File: config.mk
export PLATFORM = sky130hd
export DESIGN_NAME = mem_port_arbiter_flat
export DESIGN_NICKNAME = d
export VERILOG_FILES = /design/src/rtl/mem_port_arbiter_if.sv /design/src/rtl/mem_port_arbiter.sv /design/src/flat_wrapper.sv
export SDC_FILE = /design/constraint.sdc
export NUM_CORES = 1
export LEC_CHECK = 0
export CAP_MARGIN = 15
export CORE_MARGIN = 5
export CORE_UTILIZATION = 17
export DETAILED_ROUTE_END_ITERATION = 6
export MAX_ROUTING_LAYER = met4
export PLACE_DENSITY = 0.81
export SKIP_LAST_GASP = 1
export SYNTH_ARGS = -nofsm -noshare
export SYNTH_HDL_FRONTEND = slang
export SYNTH_SLANG_ARGS = --single-unit
File: constraint.sdc
create_clock -name clk -period 1.9 [get_ports clk]
set_input_delay 0.38 -clock clk [delete_from_list [all_inputs] [get_ports clk]]
set_output_delay 0.38 -clock clk [all_outputs]
set_load 0.02 [all_outputs]
File: src/rtl/mem_port_arbiter_if.sv
// Bus bundle between a fetch port, a data port and the shared unified memory.
// The slave modport is the arbiter's view; master is the requester/memory side.
interface mem_port_arbiter_if #(
  parameter int ADDR_W = 6,
  parameter int DATA_W = 32
);
  logic              if_req;
  logic [ADDR_W-1:0] if_addr;
  logic              if_gnt;
  logic              if_rvalid;
  logic              d_req;
  logic              d_we;
  logic [2:0]        d_f3;
  logic [ADDR_W-1:0] d_addr;
  logic [DATA_W-1:0] d_wdata;
  logic              d_gnt;
  logic              d_rvalid;
  logic              d_err;
  logic              mem_rd;
  logic              mem_wr;
  logic [2:0]        mem_f3;
  logic [ADDR_W-1:0] mem_addr;
  logic [DATA_W-1:0] mem_wdata;
  logic [DATA_W-1:0] mem_rdata;
  logic              stall;

  modport slave (
    input  if_req, if_addr, d_req, d_we, d_f3, d_addr, d_wdata, mem_rdata,
    output if_gnt, if_rvalid, d_gnt, d_rvalid, d_err,
           mem_rd, mem_wr, mem_f3, mem_addr, mem_wdata, stall
  );

  modport master (
    output if_req, if_addr, d_req, d_we, d_f3, d_addr, d_wdata, mem_rdata,
    input  if_gnt, if_rvalid, d_gnt, d_rvalid, d_err,
           mem_rd, mem_wr, mem_f3, mem_addr, mem_wdata, stall
  );
endinterface

File: src/rtl/mem_port_arbiter.sv
// Arbitrates a fetch port and a data port onto one unified memory; data wins
// contention until MAX_D_RUN consecutive wins, then fetch is forced through once.
module mem_port_arbiter #(
  parameter int ADDR_W    = 6,
  parameter int DATA_W    = 32,
  parameter int MAX_D_RUN = 3
) (
  input  logic                clk,
  input  logic                rst,
  mem_port_arbiter_if.slave   bus
);
  localparam int CNT_W = (MAX_D_RUN < 1) ? 1 : $clog2(MAX_D_RUN + 1);
  localparam logic [CNT_W-1:0] RUN_MAX = CNT_W'(MAX_D_RUN);

  typedef enum logic [1:0] {IDLE, RESP_IF, RESP_D} state_t;

  state_t            state_reg, state_next;
  logic [CNT_W-1:0]  run_cnt_reg, run_cnt_next;

  logic              contested, fetch_forced, misaligned;
  logic              if_gnt, d_gnt, d_ok;
  logic              mem_rd, mem_wr;
  logic [2:0]        f3_mux;
  logic [ADDR_W-1:0] addr_mux;
  logic [DATA_W-1:0] wdata_mux;

  // Grants are gated by rst so nothing reaches memory while reset is held.
  always_comb begin
    contested    = bus.if_req & bus.d_req;
    fetch_forced = contested & (run_cnt_reg == RUN_MAX);
    if_gnt       = ~rst & bus.if_req & (~bus.d_req | fetch_forced);
    d_gnt        = ~rst & bus.d_req & ~fetch_forced;
    misaligned   = ((bus.d_f3[1:0] == 2'b01) & bus.d_addr[0]) |
                   ((bus.d_f3[1:0] == 2'b10) & (bus.d_addr[1:0] != 2'b00));
    d_ok         = d_gnt & ~misaligned;
  end

  always_comb begin
    mem_rd    = if_gnt | (d_ok & ~bus.d_we);
    mem_wr    = d_ok & bus.d_we;
    f3_mux    = 3'b000;
    addr_mux  = '0;
    wdata_mux = '0;
    if (if_gnt) begin
      f3_mux   = 3'b010;
      addr_mux = bus.if_addr;
    end else if (d_gnt) begin
      f3_mux    = bus.d_f3;
      addr_mux  = bus.d_addr;
      wdata_mux = bus.d_wdata;
    end
  end

  always_comb begin
    run_cnt_next = '0;
    if (contested & d_gnt)
      run_cnt_next = (run_cnt_reg == RUN_MAX) ? RUN_MAX : run_cnt_reg + CNT_W'(1);
  end

  // State register: owner of the read response arriving next cycle.
  always_ff @(posedge clk) begin
    if (rst) begin
      state_reg   <= IDLE;
      run_cnt_reg <= '0;
    end else begin
      state_reg   <= state_next;
      run_cnt_reg <= run_cnt_next;
    end
  end

  always_comb begin
    state_next = IDLE;
    if (if_gnt)
      state_next = RESP_IF;
    else if (d_ok & ~bus.d_we)
      state_next = RESP_D;
  end

  always_comb begin
    bus.if_rvalid = ~rst & (state_reg == RESP_IF);
    bus.d_rvalid  = ~rst & (state_reg == RESP_D);
  end

  assign bus.if_gnt    = if_gnt;
  assign bus.d_gnt     = d_gnt;
  assign bus.d_err     = d_gnt & misaligned;
  assign bus.mem_rd    = mem_rd;
  assign bus.mem_wr    = mem_wr;
  assign bus.mem_f3    = f3_mux;
  assign bus.mem_addr  = addr_mux;
  assign bus.mem_wdata = wdata_mux;
  assign bus.stall     = (bus.if_req & ~if_gnt) | (bus.d_req & ~d_gnt);
endmodule

File: src/flat_wrapper.sv
// flat-port wrapper written by rule: the top's interface ports become plain ports
module mem_port_arbiter_flat 
#(
  parameter int ADDR_W    = 6,
  parameter int DATA_W    = 32,
  parameter int MAX_D_RUN = 3
)
  (clk, rst, bus_if_req, bus_if_addr, bus_d_req, bus_d_we, bus_d_f3, bus_d_addr, bus_d_wdata, bus_mem_rdata, bus_if_gnt, bus_if_rvalid, bus_d_gnt, bus_d_rvalid, bus_d_err, bus_mem_rd, bus_mem_wr, bus_mem_f3, bus_mem_addr, bus_mem_wdata, bus_stall);
  mem_port_arbiter_if #(.ADDR_W(ADDR_W), .DATA_W(DATA_W)) bus_i ();
  input  logic clk;
  input  logic rst;
  input wire logic [$bits(bus_i.if_req)-1:0] bus_if_req;
  input wire logic [$bits(bus_i.if_addr)-1:0] bus_if_addr;
  input wire logic [$bits(bus_i.d_req)-1:0] bus_d_req;
  input wire logic [$bits(bus_i.d_we)-1:0] bus_d_we;
  input wire logic [$bits(bus_i.d_f3)-1:0] bus_d_f3;
  input wire logic [$bits(bus_i.d_addr)-1:0] bus_d_addr;
  input wire logic [$bits(bus_i.d_wdata)-1:0] bus_d_wdata;
  input wire logic [$bits(bus_i.mem_rdata)-1:0] bus_mem_rdata;
  output wire logic [$bits(bus_i.if_gnt)-1:0] bus_if_gnt;
  output wire logic [$bits(bus_i.if_rvalid)-1:0] bus_if_rvalid;
  output wire logic [$bits(bus_i.d_gnt)-1:0] bus_d_gnt;
  output wire logic [$bits(bus_i.d_rvalid)-1:0] bus_d_rvalid;
  output wire logic [$bits(bus_i.d_err)-1:0] bus_d_err;
  output wire logic [$bits(bus_i.mem_rd)-1:0] bus_mem_rd;
  output wire logic [$bits(bus_i.mem_wr)-1:0] bus_mem_wr;
  output wire logic [$bits(bus_i.mem_f3)-1:0] bus_mem_f3;
  output wire logic [$bits(bus_i.mem_addr)-1:0] bus_mem_addr;
  output wire logic [$bits(bus_i.mem_wdata)-1:0] bus_mem_wdata;
  output wire logic [$bits(bus_i.stall)-1:0] bus_stall;
  assign bus_i.if_req = bus_if_req;
  assign bus_i.if_addr = bus_if_addr;
  assign bus_i.d_req = bus_d_req;
  assign bus_i.d_we = bus_d_we;
  assign bus_i.d_f3 = bus_d_f3;
  assign bus_i.d_addr = bus_d_addr;
  assign bus_i.d_wdata = bus_d_wdata;
  assign bus_i.mem_rdata = bus_mem_rdata;
  assign bus_if_gnt = bus_i.if_gnt;
  assign bus_if_rvalid = bus_i.if_rvalid;
  assign bus_d_gnt = bus_i.d_gnt;
  assign bus_d_rvalid = bus_i.d_rvalid;
  assign bus_d_err = bus_i.d_err;
  assign bus_mem_rd = bus_i.mem_rd;
  assign bus_mem_wr = bus_i.mem_wr;
  assign bus_mem_f3 = bus_i.mem_f3;
  assign bus_mem_addr = bus_i.mem_addr;
  assign bus_mem_wdata = bus_i.mem_wdata;
  assign bus_stall = bus_i.stall;
  mem_port_arbiter #(.ADDR_W(ADDR_W), .DATA_W(DATA_W), .MAX_D_RUN(MAX_D_RUN)) u_core (.clk(clk), .rst(rst), .bus(bus_i));
endmodule
==> results of run 1 <==
==> metal layers <==
layer / GRT usage / share of wire / vias up
met1: 0.1255 / 0.34 / 409
li1: - / - / 463
met4: 0.04467 / 0.012 / 0
met2: 0.2599 / 0.52 / 69
met3: 0.02791 / 0.13 / 4
met5: - / 0 / -
==> cells by family after synthesis <==
logic type,after synthesis
AO/OA/AOI/OAI,12
XOR/XNOR,2
adder cells (fa/ha/maj),1
buffers and inverters,6
flip-flops,4
AND/OR/NAND/NOR,45
==> critical path, delay by kind of cell <==
family	cells	cell delay, ns
buf+inv	5	0.76
compound gates	1	0.22
simple gates	1	0.15
==> cells in the final DEF, fill, tap and decap left out, types with 2 or more instances in the layout <==
cell,n
a21oi_2,2
a22o_2,5
and2_1,21
and2_2,5
and2_4,8
and3_1,2
buf_2,27
buf_4,13
buf_6,20
clkbuf_4,3
clkdlybuf4s15_2,2
clkdlybuf4s50_1,45
dfxtp_1,2
dlygate4sd2_1,6
nor2_1,2
nor3b_1,2
==> repair_timing <==
action,in CTS,in global routing
hold endpoints to repair,0,0
gates resized for setup,228,28
setup endpoints to repair,49,31
buffers inserted,4,0
cloned,3,0
pin swaps,5,0
==> metrics by stage <==
stage	TNS, ns	cell area (um2)
6_report	0	1678
5_1_grt	-0.1450	1678
4_1_cts	-0.0001289	1733
3_5_place_dp	-33.87	1659
3_3_place_gp	-30.69	1659
2_1_floorplan	0	570.5
==> power by group <==
group | internal [mW] | switching [mW] | leakage (nW)
Combinational | 0.206 | 0.140 | 0.785
Clock | 0.0706 | 0.0332 | 0.0138
Sequential | 0.0865 | 0.00198 | 0.0339
Total | 0.363 | 0.175 | 0.833
==> worst min path at each step <==
stage / end / slack [ns] / startpoint
2_1_floorplan: u_core.run_cnt_reg[0] / 0.47 / u_core.run_cnt_reg[0]
3_3_place_gp: u_core.state_reg[0] / 0.56 / u_core.run_cnt_reg[0]
3_5_place_dp: u_core.state_reg[0] / 0.57 / u_core.run_cnt_reg[0]
4_1_cts: u_core.state_reg[0] / 0.46 / bus_d_req
5_1_grt: u_core.state_reg[0] / 0.49 / bus_d_req
6_report: u_core.state_reg[0] / 0.46 / bus_d_req
==> final cells by class <==
type                    count  area [um2]
clock buffers               3       22.52
multi-input cells          60       469.2
repair buffers            116        1036
fillers                   347        1607
inverters                   2       7.507
well taps                  46       57.56
flip-flops and latches      4       85.08
==> synth_stat cells <==
cell / n / area share
xnor2_1: 1 / 0.015
nand2_1: 1 / 0.0066
and3_1: 2 / 0.022
a21o_2: 1 / 0.015
and2_1: 29 / 0.32
maj3_1: 1 / 0.018
inv_2: 1 / 0.0066
xor2_1: 1 / 0.015
and3b_1: 1 / 0.015
a311oi_4: 1 / 0.046
a31o_2: 1 / 0.015
a22o_2: 6 / 0.11
nor2_1: 2 / 0.013
and2b_2: 1 / 0.015
and2_2: 5 / 0.066
inv_1: 1 / 0.0066
a21oi_2: 1 / 0.015
buf_6: 4 / 0.079
nor3b_1: 2 / 0.026
a21oi_1: 2 / 0.018
or2_2: 1 / 0.011
nand2b_1: 1 / 0.011
dfxtp_1: 4 / 0.14
==> impl_metrics.toml, run 1 <==
[place]
gp_congestion = 0.7692
dp_slack_ns = -0.7773
hpwl_um = 2456
portBuffers = 100
placed_cells = 222

[layout]
num-nets-final = 271
drive_gt1_frac = 0.5189
fin_cells = 231
finish.utilization = 0.5109
synthToLayoutAreaGrowth_pct = 194.1
num_antenna_cells = 0

[synthesis]
yosys.cell_types.count = 23
synth_compound_area_frac = 0.2149
yosys.area_share.xor_xnor = 0.03070
ys.warnings.count = 0
synth_seq_area_share = 0.1404
synth_area_um2 = 570.5
synthMuxAreaShare = 0
synth_seq_cells = 4
synth_top_family_by_area = "simple AND/OR/NAND/NOR gates"
syn_inst = 70
synth_area_per_cell_um2 = 8.151
synth_adder_area_share = 0.01754
yosys.area_share.simple = 0.5044
syn-num-nets = 154

[sta]
fin_worst_skew_ns = 0.00008310
slew_headroom = 0.8465
max_slew.worst_pin.slew_ns = 0.2311
finalSetupViolCount = 0
fmax_mhz = 528.2
setup_slack_ns = 0.006843
drv_slew = 0
period_share = 0.9964
hold_viol_final = 0
rsz0062_at_grt = "true"
holdWs_ns = 0.4647
period_needed_ns = 1.893

[power]
powerDensity_mw_per_mm2 = 320.9
power_mw = 0.5384
ir_worst_vdd_uv = 96.14
power_leakage_nw = 0.8326

[routing]
postRouteAntennaNets = 0
vias = 945
wl_um = 3123
drcViolationCount = 0
routedWlPerCell_um = 13.52
dr.pass1.iters = 2
drt_iter0_markers = 7
viasPerCell = 4.091

[clock_tree]
hold_buffers = 0
clk_path_buf_depth = 2
cts_tree = "yes"
clock_latency_ns = 0.23
h-tree-depth = 1
cts_made_buffers = 3
cts_sinks = 4
cts_root_buffer = "clkbuf_4"
clkTransAtPathRegs_ns = 0.04

[global_route]
track_usage = 0.1324
grt_pass1_wl_um = 4429
grt.overflow.total = 0
grt_pass1_vias = 956
antenna_found_initial = 0
grt_max_degree = 14

[worst_setup_path]
slowest_delay_ns = 0.22
crit_start = "rst"
crit_path_end_kind = "output pin"
reg2reg_depth = 4
worstSetupPathType = "in -> out"
crit_top_cell = "buf_6"
cp-endpoint = "bus_mem_wdata[12]"
cpMaxStageDelayCell = "clkdlybuf4s15_2"
crit_path_cell_trace = "clkdlybuf4s15_2, a311oi_4, buf_4, buf_6, buf_8, and2_1, buf_6"
crit_path_max_fanout = 7
r2r-end = "u_core.state_reg[1]"
critPathLaunchType = "input pin"
r2r_start = "u_core.run_cnt_reg[1]"
cp.arrival_ns = 1.51
regToRegSetupSlack_ns = 0.76
worst_ep_required_time_ns = 1.52

[floorplanning]
die_h_um = 67.93
dieArea_mm2 = 0.004614
core.rowCount = 21
ios = 133
die_w_um = 67.93
core_area_mm2 = 0.003284
start_util = 0.1737

[worst_hold_path]
hold_class = "in -> reg"
holdPathStages = 3

[job]
maxCapViolCount = 0

[run_status]
outcome = "complete, no violations"
No activity file was read; power rests on OpenSTA's default activity.
==> run 2, diff against run 1 <==
--- a/config.mk
+++ b/config.mk
@@ -10,7 +10,7 @@
 export CORE_UTILIZATION = 17
 export DETAILED_ROUTE_END_ITERATION = 6
 export MAX_ROUTING_LAYER = met4
-export PLACE_DENSITY = 0.81
+export PLACE_DENSITY = 0.78
 export SKIP_LAST_GASP = 1
 export SYNTH_ARGS = -nofsm -noshare
 export SYNTH_HDL_FRONTEND = slang
==> run 2 against run 1 <==
The flow now finishes with violations (setup timing); critical path type is now reg -> out; register-to-register slack lost 0.05 ns; worst hold slack gained 0.12 ns; critical endpoint is now bus_mem_wdata[4]; via count grew 1.8%.
==> impl_metrics.toml, run 2 (synthesized netlist as in run 1, its figures left out) <==
[sta]
drv_slew = 0
tns_ns = -0.2065
fin_worst_skew_ns = 0.004231
finalSetupViolCount = 13
hold_viol_final = 0
max_slew.worst_pin.slew_ns = 0.2847
rsz0062_at_grt = "true"
period_needed_ns = 1.927
period_share = 1.014
setup_slack_ns = -0.02731
fmax_mhz = 518.9
slew_headroom = 0.8095

[worst_setup_path]
worstSetupPathType = "reg -> out"
cp-endpoint = "bus_mem_wdata[4]"
cp.depth = 6
regToRegSetupSlack_ns = 0.71
cp_top_family = "buffers and inverters"
crit_path_end_kind = "output pin"
r2r-end = "u_core.state_reg[1]"
critPathLaunchType = "register"
crit_path_cell_trace = "a311oi_4, buf_6, buf_6, buf_6, and2_4, buf_6"
path_buf_inv = 4
crit_top_cell = "buf_6"
reg2reg_depth = 4
worst_ep_required_time_ns = 1.52
cpMaxStageDelayCell = "dfxtp_4"
cp.arrival_ns = 1.55
crit_path_max_fanout = 7
crit_start = "u_core.run_cnt_reg[1]"
r2r_start = "u_core.run_cnt_reg[1]"
slowest_delay_ns = 0.34

[floorplanning]
die_w_um = 67.93
start_util = 0.1737
ios = 133
core.rowCount = 21
die_h_um = 67.93
dieArea_mm2 = 0.004614
core_area_mm2 = 0.003284

[routing]
drt-met1-wl_um = 1105
dr_wl_met3_um = 272
wl_um = 3368
drcViolationCount = 0
routedWlPerCell_um = 14.33
viasPerCell = 4.094
dr.pass1.iters = 3
drt_iter0_markers = 20
wl_met2_um = 1990
vias = 962
postRouteAntennaNets = 0
top_layer_used = "met3"

[layout]
synthToLayoutAreaGrowth_pct = 234.2
num_antenna_cells = 0
num-nets-final = 275
final_cell_mix = "clkdlybuf4s50_1, buf_6, and2_4"
design_area_mm2 = 0.001907
drive_gt1_frac = 0.6032
final_common_cell = "clkdlybuf4s50_1"
fin_cells = 235

[global_route]
grt.overflow.total = 0
grt_max_degree = 11
antenna_found_initial = 0
track_usage = 0.1370
grt_pass1_wl_um = 4650
grt_pass1_vias = 1044

[power]
powerDensity_mw_per_mm2 = 311.5
internal-power_mw = 0.4027
power_mw = 0.5940
power_frac_clock = 0.180
p_sw_mw = 0.1912
p_seq_frac = 0.148
ir_worst_vdd_uv = 145.7
comb_power_share = 0.672
switching_share = 0.3220
power_leakage_nw = 0.9240

[run_status]
outcome = "finished with violations"
violations = "setup timing"

[clock_tree]
h-tree-depth = 1
clk_path_buf_depth = 2
clock_latency_ns = 0.24
cts_root_buffer = "clkbuf_4"
cts_sinks = 4
hold_buffers = 0
cts_made_buffers = 3
cts_tree = "yes"
clkTransAtPathRegs_ns = 0.04

[job]
maxCapViolCount = 0

[place]
placed_cells = 221
portBuffers = 100
place_area_mm2 = 0.001664
gp_congestion = 0.6770
hpwl_um = 2414

[worst_hold_path]
hold_class = "in -> reg"
## run 2: area by class of cell
type	instances	area, um2
Sequential cell	4	85.08
Tap cell	46	57.56
Fill cell	309	1378
Inverter	2	7.507
Multi-Input combinational cell	60	530.5
Timing Repair Buffer	120	1204
Clock buffer	3	22.52
## run 2: routing by layer
| layer | global-route usage | vias to the layer above |
|---|---|---|
| li1 | - | 475 |
| met1 | 0.1278 | 435 |
| met2 | 0.2876 | 52 |
| met3 | 0.01806 | 0 |
| met4 | 0.02978 | 0 |
| met5 | - | - |
## run 2: power groups by stage
stage	Clock (mW)	Combinational, mW	Sequential, mW
2_1_floorplan	0	0.129	0.0905
3_3_place_gp	0	0.336	0.0904
3_5_place_dp	0	0.341	0.0907
4_1_cts	0.111	0.363	0.0894
5_1_grt	0.114	0.422	0.0884
6_report	0.107	0.399	0.0881
## run 2: worst min-delay path: cells and delay by family
| kind | cells | cell delay [ns] |
|---|---|---|
| AO/OA/AOI/OAI | 1 | 0.06 |
| buffers and inverters | 2 | 0.33 |
## run 2: what timing repair did
item,4_1_cts,5_1_grt
gates resized for setup,260,55
setup buffers,4,1
gates cloned,5,1
pin swaps,3,18
endpoints found under the setup margin,49,35
## run 2: stage by stage
stage | hold slack, ns | util | worst slack [ns]
2_1_floorplan | 0.4669 | - | 0.2031
3_3_place_gp | 0.5504 | 0.5067 | -0.6803
3_5_place_dp | 0.5577 | 0.5067 | -0.7197
4_1_cts | 0.5725 | 0.5280 | -0.03822
5_1_grt | 0.5918 | 0.5806 | -0.07699
6_report | 0.5825 | 0.5806 | -0.02731
## run 2: worst min-delay path by stage
| stage | cells past startpoint | startpoint | to |
|---|---|---|---|
| floorplan | 1 | u_core.run_cnt_reg[0] | u_core.run_cnt_reg[0] |
| global placement | 2 | u_core.run_cnt_reg[0] | u_core.state_reg[0] |
| detailed placement | 2 | u_core.run_cnt_reg[0] | u_core.state_reg[0] |
| CTS | 2 | u_core.run_cnt_reg[1] | u_core.state_reg[0] |
| global route | 3 | bus_d_req | u_core.state_reg[0] |
| finish | 3 | bus_d_req | u_core.state_reg[0] |
